<file path="config.mk">
export PLATFORM = sky130hd
export DESIGN_NAME = load_store_ctrl
export DESIGN_NICKNAME = d
export VERILOG_FILES = /design/src/rtl/load_store_ctrl.sv
export SDC_FILE = /design/constraint.sdc
export NUM_CORES = 1
export LEC_CHECK = 0
export BUFFER_PORTS_ARGS = -buffer_cell sky130_fd_sc_hd__buf_2
export CAP_MARGIN = 10
export CORE_MARGIN = 5
export CORE_UTILIZATION = 30
export DETAILED_ROUTE_END_ITERATION = 8
export PLACE_DENSITY = 0.64
export SLEW_MARGIN = 30
export SYNTH_ARGS = -nofsm -noshare
export SYNTH_HDL_FRONTEND = slang
export SYNTH_SLANG_ARGS = --single-unit
</file>
<file path="constraint.sdc">
create_clock -name clk -period 1.2 [get_ports clk]
set_input_delay 0.18 -clock clk [delete_from_list [all_inputs] [get_ports clk]]
set_output_delay 0.18 -clock clk [all_outputs]
set_load 0.1 [all_outputs]
</file>
<file path="src/rtl/load_store_ctrl.sv">
// rtl/load_store_ctrl.sv - load/store sequencing FSM for a multicycle datapath
module load_store_ctrl #(
  parameter int         MEM_LAT  = 2,
  parameter logic [2:0] ADDR_SEL = 3'd1,
  parameter logic [2:0] PC_SEL   = 3'd0
) (
  input  logic       clk,
  input  logic       reset,
  input  logic       start,
  input  logic [2:0] op,
  input  logic [1:0] addr_lo,
  output logic       busy,
  output logic       done,
  output logic       err,
  output logic [2:0] mem_addr_sel,
  output logic       mem_w,
  output logic       mds_w,
  output logic [2:0] wdata_sel,
  output logic [1:0] ld_sel,
  output logic       reg_w
);

  typedef enum logic [2:0] {
    IDLE    = 3'd0,
    ADDR    = 3'd1,
    RD_WAIT = 3'd2,
    CAPTURE = 3'd3,
    WB      = 3'd4,
    WRITE   = 3'd5,
    DONE    = 3'd6
  } state_t;

  localparam logic [2:0] OP_LW = 3'b000;
  localparam logic [2:0] OP_LH = 3'b001;
  localparam logic [2:0] OP_LB = 3'b010;
  localparam logic [2:0] OP_SW = 3'b011;
  localparam logic [2:0] OP_SH = 3'b100;
  localparam logic [2:0] OP_SB = 3'b101;

  localparam logic [2:0] CNT_LOAD = 3'(MEM_LAT - 1);

  state_t     state, next_state;
  logic [2:0] op_q;
  logic [1:0] addr_q;
  logic [2:0] cnt;

  function automatic logic is_reject(input logic [2:0] o, input logic [1:0] a);
    case (o)
      OP_LW, OP_SW: is_reject = (a != 2'b00);
      OP_LH, OP_SH: is_reject = a[0];
      OP_LB, OP_SB: is_reject = 1'b0;
      default:      is_reject = 1'b1;
    endcase
  endfunction

  always_ff @(posedge clk or posedge reset) begin
    if (reset) begin
      state  <= IDLE;
      op_q   <= 3'b000;
      addr_q <= 2'b00;
      cnt    <= 3'd0;
    end else begin
      state <= next_state;
      // The request is captured even when rejected so DONE can report err from it.
      if (state == IDLE && start) begin
        op_q   <= op;
        addr_q <= addr_lo;
      end
      if (state != RD_WAIT && next_state == RD_WAIT)
        cnt <= CNT_LOAD;
      else if (state == RD_WAIT && cnt != 3'd0)
        cnt <= cnt - 3'd1;
    end
  end

  always_comb begin
    next_state   = state;
    busy         = 1'b1;
    done         = 1'b0;
    err          = 1'b0;
    mem_addr_sel = PC_SEL;
    mem_w        = 1'b0;
    mds_w        = 1'b0;
    wdata_sel    = 3'd0;
    ld_sel       = 2'd0;
    reg_w        = 1'b0;
    case (state)
      IDLE: begin
        busy = 1'b0;
        if (start)
          next_state = is_reject(op, addr_lo) ? DONE : ADDR;
      end
      ADDR: begin
        mem_addr_sel = ADDR_SEL;
        next_state   = (op_q == OP_SW) ? WRITE : RD_WAIT;
      end
      RD_WAIT: begin
        mem_addr_sel = ADDR_SEL;
        if (cnt == 3'd0)
          next_state = CAPTURE;
      end
      CAPTURE: begin
        mem_addr_sel = ADDR_SEL;
        mds_w        = 1'b1;
        // Sub-word stores read the word first so the write can merge into it.
        next_state   = (op_q == OP_SH || op_q == OP_SB) ? WRITE : WB;
      end
      WB: begin
        reg_w = 1'b1;
        case (op_q)
          OP_LH:   ld_sel = 2'd1;
          OP_LB:   ld_sel = 2'd2;
          default: ld_sel = 2'd0;
        endcase
        next_state = DONE;
      end
      WRITE: begin
        mem_addr_sel = ADDR_SEL;
        mem_w        = 1'b1;
        case (op_q)
          OP_SW:   wdata_sel = 3'd2;
          OP_SH:   wdata_sel = 3'd1;
          default: wdata_sel = 3'd0;
        endcase
        next_state = DONE;
      end
      DONE: begin
        done       = 1'b1;
        err        = is_reject(op_q, addr_q);
        next_state = IDLE;
      end
      default: begin
        busy       = 1'b0;
        next_state = IDLE;
      end
    endcase
  end

endmodule

</file>
======== Word level (Yosys, flattened, before mapping) ========
Cells that the tools add are included.
storage, ports and cells
  bits in read-only memories .............. 0
  bits in writable memories ............... 0
  memories ................................ 0
  input bits .............................. 8
  word-level logic and storage cells ...... 67
  latch bits .............................. 0
  output and inout port bits .............. 14
  flip-flop bits (word level) ............. 11
operators by class
  multipliers ............................. 0
  $add $sub $neg .......................... 1
  reduce and logical (&&, ||, !) cells .... 21
  equal/unequal tests ..................... 18
  div/mod/pow operators ................... 0
  magnitude comparators ................... 0
  bitwise operators ....................... 0
  multiplexer cells ....................... 23
  shift operators ......................... 0
operators with widths
  kind                 number
  $eq 3x2->1 const B   7
  $eq 3x3->1 const B   7
  $mux 3               6
  $pmux 3 s5           1
  $reduce_or 2->1      7
  $logic_not 3->1      4
  $mux 1               10
  $eq 3x1->1 const B   3
  $pmux 2 s2           2
  $pmux 1 s3           2
  $reduce_bool 2->1    3
  $reduce_or 6->1      1
  $mux 2               2
  $reduce_or 4->1      1
  $logic_and 1x1->1    3
  $ne 3x2->1 const B   1
  $reduce_bool 3->1    1
  $sub 3x1->3 const B  1
  $logic_or 1x1->1     1

======== Logic depth before layout (Yosys ltp) ========
  depth in word-level cells ............... 11
  mapped depth ............................ 6
  mapped depth without buffers ............ 6

======== Worst setup path after synthesis ========
Ideal clock, no wire load.
  path type ............................... flip-flop to output port
  start ................................... register state[1]
  end ..................................... output err
  buffers on the path ..................... 0
  cell stages (with the launch flop) ...... 5
  required time ........................... 1,020 ps
  arrival time ............................ 4,541 ps
  slack ................................... -3,521 ps
  cells stage by stage .................... dfrtp_1 inv_2 nor3_1 o21ai_0 a21oi_1
between the ends
  longest elaborated chain between the ends .. 2
ends and longest elaborated chain
  element                 line  source
  start, declared         42    state_t state, next_state;
  start signal, assigned  63    state <= next_state;
  $eq 3x3->1              87    case (state)
  $mux 1                  87
  end, declared           14    output logic err,
No other way between the ends.

======== Worst setup path after layout ========
  start ................................... register state[1]
  end ..................................... output ld_sel[0]
between the ends
  longest elaborated chain between the ends .. 2
ends and longest elaborated chain
  element        line  source
  $eq 3x3->1     87
  $mux 2         87
  end, declared  19    output logic [1:0] ld_sel,
No other way between the ends.

==> reports/metrics.yaml <==
placed_design:
  place_inst: 156
  post-place-ws_ps: -321
  hpwl_um: 1650
  port_buffers: 18
  placed_area_mm2: 0.00132
  place_congestion: 0.848
timing:
  period_needed_ps: 1770
  min_period_over_period_pct: 148
  fin_hold_ws_ps: 145
  fin_skew_ps: 3.26
  setup_ws_ps: -573
  finalSetupViolCount: 22
  fin_tns_setup_ps: -7570
  hold_violations: 0
  rsz0062_at_grt: "yes"
  fmax_ghz: 0.564
  report.final.slew_viol_count: 0
logic_synthesis:
  synth_edf_count: 0
  synth_ff_type: "dfrtp_1"
  syn_area_per_cell_um2: 8.89
  synth-seq-area-share_pct: 36.9
  synth.most_common_cell: "nand2_1"
  synth_top_cell_area_share_pct: 36.9
  syn-cell-area_um2: 747
  async_reset_ff_share_pct: 100
  netlist_instances: 84
  ys_types: 39
  yosysWarningCount: 0
  yosysTopAreaCell: "dfrtp_1"
  yosys-top-cells-area: "dfrtp_1 (37%), nand2_1 (6.0%), inv_1 (5.5%), ha_1 (3.4%), nor4b_4 (3.2%)"
  netlist_top_cells_count: "nand2_1 (12), dfrtp_1 (11), inv_1 (11)"
  ys_ff_latch: 11
setup_path:
  path_cells: "or3_4, nor4b_4, buf_12"
  cp_max_fo: 3
  worstPathArrival_ps: 1590
  slowest_delay_ps: 420
  worst_setup_path_start_kind: "flop"
  timing.critical_path.required_ps: 1020
  path_class: "reg -> out"
  cpMaxStageDelayCell: "or3_4"
  crit_path_end_kind: "output port"
clock_tree:
  htreeDepth: 1
  clk_latency_ps: 270
  cts_buffers: 3
  clockRootBuffer: "clkbuf_4"
  cts_tree: "built"
  cts_buffer_depth: 2
  cts_sinks: 11
  clk_pin_slew_ps: 70
status:
  status: "finished with violations"
  violations: "setup timing"
floorplanning:
  initial_utilization_pct: 30.7
  ios: 22
  fp.dieArea_mm2: 0.00359
  rows: 18
  die_h_um: 59.9
  fp.dieW_um: 59.9
  fp.coreArea_mm2: 0.00243
drt:
  ant_nets: 0
  drc: 0
  drt-vias-per-instance: 4.66
  drt_iter0_drc: 10
  finalWirelength_um: 2100
  first_pass_iters: 4
  dr_total_vias: 779
  wl_per_cell_um: 12.6
layout:
  finalCoreUtilization_pct: 60.2
  num_antenna_cells: 0
  final_layout_size_suffix_gt1_share_pct: 62.0
  fin_nets: 148
  fillers: 207
  area_growth_pct: 96.1
  instances_no_fill: 167
  post-route-cell-area_mm2: 0.00147
pwr:
  ir_worst_vdd_mv: 2.07
  total_power_mw: 4.60
  pwr_density_cell_mw_per_mm2: 3140
  leakagePower_nw: 0.686
global_routing:
  grt-ovfl-total: 0
  antenna_found_initial: 0
  grt_pass1_vias: 813
  grt_start_max_net_pins: 12
  track_usage_pct: 12.9
  grt_pass1_wl_um: 3500
min_path:
  hp-class: "in -> reg"
flow_run:
  max_cap_viol_count: 0
==> repair_timing <==
item	4_1_cts	5_1_grt
hold endpoints to repair	11	0
setup endpoints to repair	22	22
gates resized for setup	16	4
setup buffers	7	0
pin swaps	4	0
hold buffers	1	0
==> final cells by class <==
| cell class | instances | area [um^2] | area share (%) |
|---|---|---|---|
| inverter | 13 | 56.3 | 3.84 |
| clock buffer | 4 | 26.3 | 1.79 |
| multi-input combinational | 59 | 548 | 37.4 |
| sequential | 11 | 280 | 19.1 |
| tap | 30 | 37.5 | 2.56 |
| timing repair buffer | 50 | 517 | 35.3 |
==> layout by cell type (no fill, tap or decap), types with 2 or more instances in the layout <==
cell type / count
inv_1: 8
nand3b_1: 2
nor2_4: 2
clkbuf_4: 3
buf_2: 7
a21oi_4: 2
clkinvlp_4: 2
dfrtp_2: 4
inv_2: 3
o21ai_1: 3
dfrtp_1: 7
ha_1: 2
buf_6: 5
nor4b_4: 3
conb_1: 3
nand2_1: 10
buf_4: 26
buf_12: 11
==> worst max-delay path: cells and delay by family, from the launching register on <==
family / cells / cell delay [ps]
buffers and inverters: 1 / 210
DFF: 1 / 400
and+or+nand+nor: 2 / 700
==> final timing paths <==
path | depth (start not counted) | slack (ps) | endpoint | startpoint
setup / recovery | 3 | -570 | ld_sel[0] | state[1]$_DFF_PP0_
setup reg to reg | 5 | -400 | addr_q[1]$_DFFE_PP0P_ | state[1]$_DFF_PP0_
min in group asynchronous | 3 | 430 | addr_q[1]$_DFFE_PP0P_ | reset
hold reg to reg | 1 | 470 | cnt[2]$_DFFE_PP0P_ | cnt[2]$_DFFE_PP0P_
max in group asynchronous | 3 | 440 | state[0]$_DFF_PP0_ | reset
hold / removal | 3 | 150 | op_q[1]$_DFFE_PP0P_ | op[1]
==> power breakdown <==
part	total, mW	switching [mW]	internal [mW]
registers	0.712	0.141	0.571
clock network	0.262	0.133	0.129
logic	3.62	1.97	1.65
==> kinds of logic after synthesis <==
family          Yosys count  synth area share [%]
simple gates             34                  28.8
buf+inv                  16                  9.55
compound gates           15                  14.2
flops                    11                  36.9
fa+ha+maj                 4                  6.03
mux                       2                  2.85
other cells               1                 0.502
xor+xnor                  1                  1.17
==> registers in the layout (all words and copies together) (netlist names) <==
signal and flops:
addr_q 2, op_q 3, state 3, cnt 3
==> layer usage <==
metal / GRT usage (%) / vias to the layer above / wire, um / share of wire [%]
met5: 0 / - / 0 / 0
met1: 15.4 / 364 / 859 / 41
met3: 0.864 / 5 / 94 / 4.5
met2: 23.0 / 20 / 1090 / 52
met4: 6.65 / 0 / 51 / 2.4
li1: - / 390 / - / -
Note: power is estimated with default switching activity, not from simulation.
